==> src/rtl/if_id_fetch_stage_pkg.sv <==
// rtl/if_id_fetch_stage_pkg.sv - shared pipeline constants and IF/ID bundle layout
package if_id_fetch_stage_pkg;

  localparam int               PIPE_DATA_WIDTH = 32;
  localparam logic [31:0]      PIPE_RESET_PC   = 32'h0040_0000;
  localparam logic [31:0]      PIPE_NOP_INSTR  = 32'h0000_0000;
  localparam int               PIPE_CNT_WIDTH  = 16;
  localparam int               PC_INCREMENT    = 4;

  // IF/ID bundle as it sits in the pipeline register, MSB first
  typedef struct packed {
    logic [PIPE_DATA_WIDTH-1:0] pc4;
    logic [PIPE_DATA_WIDTH-1:0] instr;
    logic                       valid;
  } ifid_t;

endpackage

==> src/rtl/if_id_fetch_stage_if.sv <==
// rtl/if_id_fetch_stage_if.sv - fetch stage control, ROM and IF/ID signal bundle
interface if_id_fetch_stage_if #(
  parameter int DATA_WIDTH = 32,
  parameter int CNT_WIDTH  = 16
);

  logic                  PCWrite_i;
  logic                  DWrite_i;
  logic                  Redirect_i;
  logic [DATA_WIDTH-1:0] RedirectPC_i;
  logic [DATA_WIDTH-1:0] Instruction_i;
  logic [DATA_WIDTH-1:0] PC_o;
  logic [DATA_WIDTH-1:0] IFID_PC4_o;
  logic [DATA_WIDTH-1:0] IFID_Instruction_o;
  logic                  IFID_Valid_o;
  logic [CNT_WIDTH-1:0]  StallCount_o;
  logic [CNT_WIDTH-1:0]  FlushCount_o;

  // fetch stage side
  modport master (
    input  PCWrite_i, DWrite_i, Redirect_i, RedirectPC_i, Instruction_i,
    output PC_o, IFID_PC4_o, IFID_Instruction_o, IFID_Valid_o,
           StallCount_o, FlushCount_o
  );

  // hazard unit / ROM / decode side
  modport slave (
    output PCWrite_i, DWrite_i, Redirect_i, RedirectPC_i, Instruction_i,
    input  PC_o, IFID_PC4_o, IFID_Instruction_o, IFID_Valid_o,
           StallCount_o, FlushCount_o
  );

endinterface

==> src/rtl/if_id_fetch_stage_pipe_reg.sv <==
// rtl/if_id_fetch_stage_pipe_reg.sv - pipeline register with async reset, sync clear and enable
module if_id_fetch_stage_pipe_reg #(
  parameter int               WIDTH     = 32,
  parameter logic [WIDTH-1:0] RESET_VAL = '0
) (
  input  logic             clk,
  input  logic             rst,
  input  logic             clear_i,
  input  logic             en_i,
  input  logic [WIDTH-1:0] d_i,
  output logic [WIDTH-1:0] q_o
);

  logic [WIDTH-1:0] data_d;
  logic [WIDTH-1:0] data_q;

  // clear (flush) beats enable; clear reloads the reset value
  always_comb begin
    data_d = data_q;
    if (clear_i) begin
      data_d = RESET_VAL;
    end else if (en_i) begin
      data_d = d_i;
    end
  end

  // storage with asynchronous reset
  always_ff @(posedge clk or posedge rst) begin
    if (rst) begin
      data_q <= RESET_VAL;
    end else begin
      data_q <= data_d;
    end
  end

  assign q_o = data_q;

endmodule

==> src/rtl/if_id_fetch_stage.sv <==
// rtl/if_id_fetch_stage.sv - MIPS instruction fetch stage with IF/ID register and perf counters
module if_id_fetch_stage
  import if_id_fetch_stage_pkg::*;
#(
  parameter int                    DATA_WIDTH = PIPE_DATA_WIDTH,
  parameter logic [DATA_WIDTH-1:0] RESET_PC   = PIPE_RESET_PC,
  parameter logic [DATA_WIDTH-1:0] NOP_INSTR  = PIPE_NOP_INSTR,
  parameter int                    CNT_WIDTH  = PIPE_CNT_WIDTH
) (
  input  logic                clk,
  input  logic                reset,
  if_id_fetch_stage_if.master bus
);

  localparam int                   IFID_W     = 2 * DATA_WIDTH + 1;
  localparam logic [IFID_W-1:0]    IFID_RESET = {{DATA_WIDTH{1'b0}}, NOP_INSTR, 1'b0};
  localparam logic [CNT_WIDTH-1:0] CNT_MAX    = {CNT_WIDTH{1'b1}};

  logic [DATA_WIDTH-1:0] pc_cur;
  logic [DATA_WIDTH-1:0] pc_plus4;
  logic [DATA_WIDTH-1:0] pc_load;
  logic                  pc_en;
  logic [IFID_W-1:0]     ifid_load;
  logic [IFID_W-1:0]     ifid_cur;
  logic [CNT_WIDTH-1:0]  stall_cnt_d;
  logic [CNT_WIDTH-1:0]  stall_cnt_q;
  logic [CNT_WIDTH-1:0]  flush_cnt_d;
  logic [CNT_WIDTH-1:0]  flush_cnt_q;

  // next-PC select: the older redirect outranks a younger load-use stall
  always_comb begin
    pc_plus4  = pc_cur + DATA_WIDTH'(PC_INCREMENT);
    pc_en     = bus.Redirect_i | bus.PCWrite_i;
    pc_load   = bus.Redirect_i ? {bus.RedirectPC_i[DATA_WIDTH-1:2], 2'b00} : pc_plus4;
    ifid_load = {pc_plus4, bus.Instruction_i, 1'b1};
  end

  if_id_fetch_stage_pipe_reg #(
    .WIDTH     (DATA_WIDTH),
    .RESET_VAL (RESET_PC)
  ) u_pc_reg (
    .clk     (clk),
    .rst     (reset),
    .clear_i (1'b0),
    .en_i    (pc_en),
    .d_i     (pc_load),
    .q_o     (pc_cur)
  );

  // a redirect flushes IF/ID to a bubble even while decode is stalled
  if_id_fetch_stage_pipe_reg #(
    .WIDTH     (IFID_W),
    .RESET_VAL (IFID_RESET)
  ) u_ifid_reg (
    .clk     (clk),
    .rst     (reset),
    .clear_i (bus.Redirect_i),
    .en_i    (bus.DWrite_i),
    .d_i     (ifid_load),
    .q_o     (ifid_cur)
  );

  // saturating stall/flush counters; a redirected cycle is not a stall
  always_comb begin
    stall_cnt_d = stall_cnt_q;
    flush_cnt_d = flush_cnt_q;
    if (!bus.PCWrite_i && !bus.Redirect_i && (stall_cnt_q != CNT_MAX)) begin
      stall_cnt_d = stall_cnt_q + CNT_WIDTH'(1);
    end
    if (bus.Redirect_i && (flush_cnt_q != CNT_MAX)) begin
      flush_cnt_d = flush_cnt_q + CNT_WIDTH'(1);
    end
  end

  // counter storage
  always_ff @(posedge clk or posedge reset) begin
    if (reset) begin
      stall_cnt_q <= '0;
      flush_cnt_q <= '0;
    end else begin
      stall_cnt_q <= stall_cnt_d;
      flush_cnt_q <= flush_cnt_d;
    end
  end

  assign bus.PC_o               = pc_cur;
  assign bus.IFID_PC4_o         = ifid_cur[IFID_W-1 -: DATA_WIDTH];
  assign bus.IFID_Instruction_o = ifid_cur[DATA_WIDTH:1];
  assign bus.IFID_Valid_o       = ifid_cur[0];
  assign bus.StallCount_o       = stall_cnt_q;
  assign bus.FlushCount_o       = flush_cnt_q;

endmodule

==> src/flat_wrapper.sv <==
// flat-port wrapper written by rule: the top's interface ports become plain ports
module if_id_fetch_stage_flat import if_id_fetch_stage_pkg::*;
#(
  parameter int                    DATA_WIDTH = PIPE_DATA_WIDTH,
  parameter logic [DATA_WIDTH-1:0] RESET_PC   = PIPE_RESET_PC,
  parameter logic [DATA_WIDTH-1:0] NOP_INSTR  = PIPE_NOP_INSTR,
  parameter int                    CNT_WIDTH  = PIPE_CNT_WIDTH
)
  (clk, reset, bus_PCWrite_i, bus_DWrite_i, bus_Redirect_i, bus_RedirectPC_i, bus_Instruction_i, bus_PC_o, bus_IFID_PC4_o, bus_IFID_Instruction_o, bus_IFID_Valid_o, bus_StallCount_o, bus_FlushCount_o);
  if_id_fetch_stage_if #(.DATA_WIDTH(DATA_WIDTH), .CNT_WIDTH(CNT_WIDTH)) bus_i ();
  input  logic clk;
  input  logic reset;
  input wire logic [$bits(bus_i.PCWrite_i)-1:0] bus_PCWrite_i;
  input wire logic [$bits(bus_i.DWrite_i)-1:0] bus_DWrite_i;
  input wire logic [$bits(bus_i.Redirect_i)-1:0] bus_Redirect_i;
  input wire logic [$bits(bus_i.RedirectPC_i)-1:0] bus_RedirectPC_i;
  input wire logic [$bits(bus_i.Instruction_i)-1:0] bus_Instruction_i;
  output wire logic [$bits(bus_i.PC_o)-1:0] bus_PC_o;
  output wire logic [$bits(bus_i.IFID_PC4_o)-1:0] bus_IFID_PC4_o;
  output wire logic [$bits(bus_i.IFID_Instruction_o)-1:0] bus_IFID_Instruction_o;
  output wire logic [$bits(bus_i.IFID_Valid_o)-1:0] bus_IFID_Valid_o;
  output wire logic [$bits(bus_i.StallCount_o)-1:0] bus_StallCount_o;
  output wire logic [$bits(bus_i.FlushCount_o)-1:0] bus_FlushCount_o;
  assign bus_i.PCWrite_i = bus_PCWrite_i;
  assign bus_i.DWrite_i = bus_DWrite_i;
  assign bus_i.Redirect_i = bus_Redirect_i;
  assign bus_i.RedirectPC_i = bus_RedirectPC_i;
  assign bus_i.Instruction_i = bus_Instruction_i;
  assign bus_PC_o = bus_i.PC_o;
  assign bus_IFID_PC4_o = bus_i.IFID_PC4_o;
  assign bus_IFID_Instruction_o = bus_i.IFID_Instruction_o;
  assign bus_IFID_Valid_o = bus_i.IFID_Valid_o;
  assign bus_StallCount_o = bus_i.StallCount_o;
  assign bus_FlushCount_o = bus_i.FlushCount_o;
  if_id_fetch_stage #(.DATA_WIDTH(DATA_WIDTH), .RESET_PC(RESET_PC), .NOP_INSTR(NOP_INSTR), .CNT_WIDTH(CNT_WIDTH)) u_core (.clk(clk), .reset(reset), .bus(bus_i));
endmodule
==> config.mk <==
export PLATFORM = sky130hd
export DESIGN_NAME = if_id_fetch_stage_flat
export DESIGN_NICKNAME = d
export VERILOG_FILES = /design/src/rtl/if_id_fetch_stage_pkg.sv /design/src/rtl/if_id_fetch_stage_if.sv /design/src/rtl/if_id_fetch_stage_pipe_reg.sv /design/src/rtl/if_id_fetch_stage.sv /design/src/flat_wrapper.sv
export SDC_FILE = /design/constraint.sdc
export NUM_CORES = 1
export LEC_CHECK = 0
export ABC_AREA = 1
export BUFFER_PORTS_ARGS = -buffer_cell sky130_fd_sc_hd__buf_4
export CAP_MARGIN = 25
export CELL_PAD_IN_SITES_DETAIL_PLACEMENT = 1
export CELL_PAD_IN_SITES_GLOBAL_PLACEMENT = 1
export CORE_MARGIN = 1.5
export CORE_UTILIZATION = 37
export CTS_BUF_LIST = sky130_fd_sc_hd__clkbuf_8 sky130_fd_sc_hd__clkbuf_16
export CTS_CLUSTER_DIAMETER = 200
export CTS_CLUSTER_SIZE = 24
export DETAILED_ROUTE_END_ITERATION = 10
export PLACE_DENSITY_LB_ADDON = 0.1
export SLEW_MARGIN = 15
export SYNTH_ARGS = -nofsm -noshare
export SYNTH_HDL_FRONTEND = slang
export SYNTH_SLANG_ARGS = --single-unit
==> constraint.sdc <==
create_clock -name clk -period 4.74 [get_ports clk]
set_input_delay 0.948 -clock clk [delete_from_list [all_inputs] [get_ports clk]]
set_output_delay 0.948 -clock clk [all_outputs]
set_load 0.03 [all_outputs]
Word-level counts from Yosys, hierarchy flattened
Index checks and enable logic that the tools add are counted.
W data, S select, Z words.
{"block": "word_totals", "out_inout_bits": 129, "ff_bits": 129, "wordCells": 19}
{"block": "op_classes", "n_eq_ne": 2, "n_bitwise": 1, "reduce_logical": 6, "add_sub_neg": 3, "n_mux": 3}
{"op": "$mux W65", "count": 2}
{"op": "$add A16 B1 Y16 const B", "count": 2}
{"op": "$add A32 B3 Y32 const B", "count": 1}
{"op": "$mux W32", "count": 1}
{"op": "$ne A16 B16 Y1 const B", "count": 2}
{"op": "$logic_and A1 B1 Y1", "count": 3}
{"op": "$logic_not A1 Y1", "count": 2}
{"op": "$reduce_bool A2 Y1", "count": 1}
{"op": "$or A1 B1 Y1", "count": 1}

Depth between registers and ports, before layout
{"block": "logic_depth", "word_depth": 3, "mapped_depth": 11, "ltp_nobuf": 10}

By module
A second synthesis with hierarchy kept.
{"block": "unflattened", "cells_unflattened": 955, "area_unflattened_um2": 7005.5}
{"mod": "if_id_fetch_stage", "cells_per_inst": 530, "n_inst": 1, "area_each_um2": 3104.2}
{"mod": "if_id_fetch_stage_pipe_reg (u_core.u_ifid_reg)", "cells_per_inst": 284, "n_inst": 1, "area_each_um2": 2576.2}
{"mod": "if_id_fetch_stage_pipe_reg (u_core.u_pc_reg)", "cells_per_inst": 141, "n_inst": 1, "area_each_um2": 1325.0}

Worst setup path before layout
No wires, ideal clock.
{"block": "synth_timing", "path_type": "input to register", "start": "in bus_Redirect_i", "end": "reg u_core.u_pc_reg.data_q[17], in the netlist u_core.u_pc_reg.q_o[17]", "slack_ps": 2823, "setup_time_ps": 67, "arrival_ps": 1850, "t_required_ps": 4673, "stages": 5, "cell_sequence": "buf_2 > clkbuf_1 > clkbuf_1 > a22oi_1 > nand2_1"}
{"block": "synth_between", "elab_chain_cells": 1, "elab_cells_between_ends": 2}
{"item": "from (decl)", "line_no": "flat_wrapper.sv:15", "text": "input wire logic [$bits(bus_i.Redirect_i)-1:0] bus_Redirect_i;"}
{"item": "$mux W32 / $or A1 B1 Y1 (equally long branches)", "line_no": "if_id_fetch_stage.sv:34, if_id_fetch_stage.sv:33"}
{"item": "to (signal assigned)", "line_no": "if_id_fetch_stage_pipe_reg.sv:32", "text": "data_q <= data_d;"}
{"item": "to (decl)", "line_no": "if_id_fetch_stage_pipe_reg.sv:15", "text": "logic [WIDTH-1:0] data_q;"}
Several ways; a longest one is shown, not always the timed one.
A chain may end at the register's enable or synchronous reset.

Worst setup path in the final report
{"block": "layout_timing", "start": "in bus_Redirect_i", "end": "reg u_core.u_ifid_reg.data_q[15], in the netlist u_core.u_ifid_reg.q_o[15]"}
{"block": "layout_between", "elab_chain_cells": 1, "elab_cells_between_ends": 2}
{"item": "$mux W65 / $reduce_bool A2 Y1 (equally long branches)"}
{"item": "to (signal assigned)", "line_no": "if_id_fetch_stage_pipe_reg.sv:32"}
{"item": "to (decl)", "line_no": "if_id_fetch_stage_pipe_reg.sv:15"}
Several ways; a longest one is shown, not always the timed one.

==> flow_summary.yaml <==
power:
  switching_share: 0.335
  power.share.combinational: 0.222
  clock_power_share: 0.389
  p_total_mw: 3.39
  peakVddDrop_v: 0.000274
  p_seq_frac: 0.389
  cell_internal_pwr_mw: 2.26
  p_sw_mw: 1.14
  power_leakage_nw: 4.44
  p_per_area_nw_per_um2: 389
logic_synthesis:
  synth_seq_cells: 126
  synthTopCellsByCount: "nand2_1, dfrtp_1, nand3_1"
  synth-edff-count: 0
  syn-cell-area_um2: 6500
  yosysMostFrequentCell: "nand2_1"
  seq_area_frac_synth: 0.485
  yosysWarnings: 0
  syn_avg_cell_area_um2: 7.73
  synthArstFlopShare: 1.00
  synth_top_area_share: 0.481
  synth_area_leader_cell: "dfrtp_1"
  synth_area_leaders: "dfrtp_1, nand2_1, nand3_1"
  yosysUniqueCellTypes: 35
  synthFlopType: "dfrtp_1"
  synth_cells: 841
routing:
  routed_wl_um: 21400
  drt_iter0_drc: 191
  drc: 0
  vias: 6323
  wire_per_inst_um: 17.0
  first_pass_iters: 5
  vias_per_cell: 5.02
  postRouteAntennaNets: 0
finish:
  fin_cells: 1259
  multi_input_area_um2: 2980
  fin_area_um2: 8710
  syn_to_final_growth_pct: 34.0
  nNetsFinal: 1093
  fillers: 2174
  fin_util: 0.505
  antenna_cells: 0
  drive_above_1_share: 0.248
  seqCellArea_um2: 3150
clock_network:
  numCtsBuffers: 17
  clock_latency_ps: 430
  clk_pin_slew_ps: 60
  cts_buffer_depth: 2
  htree_num_levels: 4
  cts_tree: "yes"
  cts_resized: 0
  postCtsSetupBuffers: 0
  root_buffer: "clkbuf_16"
  clkSinkCount: 126
  ctsHoldBuffers: 0
die:
  die_x_um: 136
  core-area_um2: 17200
  fp.dieH_um: 136
  die_area_um2: 18400
  io_pins: 198
  start_util: 0.377
  row_count: 48
sta:
  fmax_mhz: 442
  slew_violations: 0
  finalSetupViolCount: 0
  rsz0062_at_grt: "no"
  min_period_over_period: 0.477
  finalSetupTns_ps: 0
  finalCriticalPeriod_ps: 2260
  tightest_slew_ps: 823
  hold_viol: 0
  skew_ps: 8.62
  max-slew-margin-rel: 0.451
min_path:
  hp-class: "flip-flop to flip-flop"
  hold_depth: 2
  hp-start: "u_core.u_ifid_reg.q_o[23]$_DFFE_PP0P_"
  hold_end: "u_core.u_ifid_reg.q_o[23]$_DFFE_PP0P_"
placement:
  placed_area_um2: 8120
  placed_cells: 1227
  hpwlAfterDp_um: 14500
  portBuffers: 193
  place.gp.congestion: 0.827
critical_path:
  end_kind: "flip-flop"
  worstReg2RegStart: "u_core.bus.FlushCount_o[0]$_DFFE_PP0P_"
  cp_max_fo: 48
  r2r_setup_slack_ps: 2760
  worstSetupStartpoint: "bus_Redirect_i"
  r2r_end: "u_core.bus.FlushCount_o[10]$_DFFE_PP0P_"
  start_kind: "input port"
  r2r_cells: 8
  critPathRequiredTime_ps: 5100
  cp_data_arrival_time_ps: 2620
  critical_path_class: "input port to flip-flop"
global_routing:
  grt_pass1_vias: 6336
  grtUsageTotal: 0.240
  grt_pass1_wl_um: 34100
  grt_max_degree: 127
  antenna_found_initial: 0
  overflow: 0
outcome:
  status: "complete, no violations"
run:
  cap_violations: 0
worst max-delay path, cell delays in order:
cell and delay, ps:
buf_4 280, inv_2 680, buf_4 440, nand3_1 130, nand2_1 100
worst max-delay path by stage:
stage                                                  end  slack [ps]  depth (start not counted)
floorplan           u_core.bus.FlushCount_o[0]$_DFFE_PP0P_         440                          1
global placement      u_core.u_ifid_reg.q_o[5]$_DFFE_PP0P_        2050                          5
detailed placement   u_core.u_ifid_reg.q_o[26]$_DFFE_PP0P_        2020                          5
CTS                  u_core.u_ifid_reg.q_o[15]$_DFFE_PP0P_        2470                          5
global route         u_core.u_ifid_reg.q_o[26]$_DFFE_PP0P_        2300                          5
finish               u_core.u_ifid_reg.q_o[15]$_DFFE_PP0P_        2480                          5
stage by stage:
step | worst slack (ps) | hold WS (ps)
after floorplan | 438 | 649
after global placement | 2050 | 455
after detailed placement | 2020 | 460
after CTS | 2470 | 475
after global routing | 2300 | 496
final | 2480 | 470
cell families (layout without fill, tap and decap cells):
family                     after synthesis  in the layout  synth area share
AOI/OAI and AO/OA                       67             67            0.0635
xor gates and xnor gates                32             32            0.0431
adders and majority gates                3              3           0.00577
buffers and inverters                   92            284            0.0593
DFF                                    126            126             0.485
other                                    1              2          0.000577
and+or+nand+nor                        520            520             0.343
power groups by stage:
stage	clock network, mW	logic, mW	registers, mW
CTS	1.35	0.766	1.32
global route	1.40	0.822	1.34
floorplan	0	0.264	1.51
finish	1.32	0.754	1.32
global placement	0	0.747	1.33
detailed placement	0	0.762	1.34
per-layer routing:
layer | vias to the layer above | global-route usage | routed length, µm
met5 | - | 0 | 0
li1 | 3087 | - | -
met2 | 145 | 0.398 | 10500
met4 | 0 | 0.0669 | 252
met1 | 3071 | 0.314 | 9620
met3 | 20 | 0.0539 | 988
sequential cells by signal, summed over array words and instances (netlist names):
| signal | cells |
|---|---|
| u_core.bus.FlushCount_o | 16 |
| u_core.bus.StallCount_o | 16 |
| u_core.u_ifid_reg.q_o | 64 |
| u_core.u_pc_reg.q_o | 30 |
layout make-up:
type                       count  share of cell area
clock buffer                  19              0.0520
multi-input combinational    624               0.342
tap                          225              0.0323
inverter                      55              0.0243
timing repair buffer         197               0.171
clock inverter                13              0.0161
sequential                   126               0.362
layout by cell type, fill, tap and decap left out, types with 14 or more instances in the layout:
cell type  instances
nand3_1           75
xor2_1            18
dfrtp_1          125
nor2_1            57
xnor2_1           14
a22oi_1           28
clkbuf_16         17
inv_1             48
nand4_1           35
buf_4            196
nand2_1          322
o21ai_0           17
o21ai_1           14
Note: power is estimated with default switching activity, not from simulation.
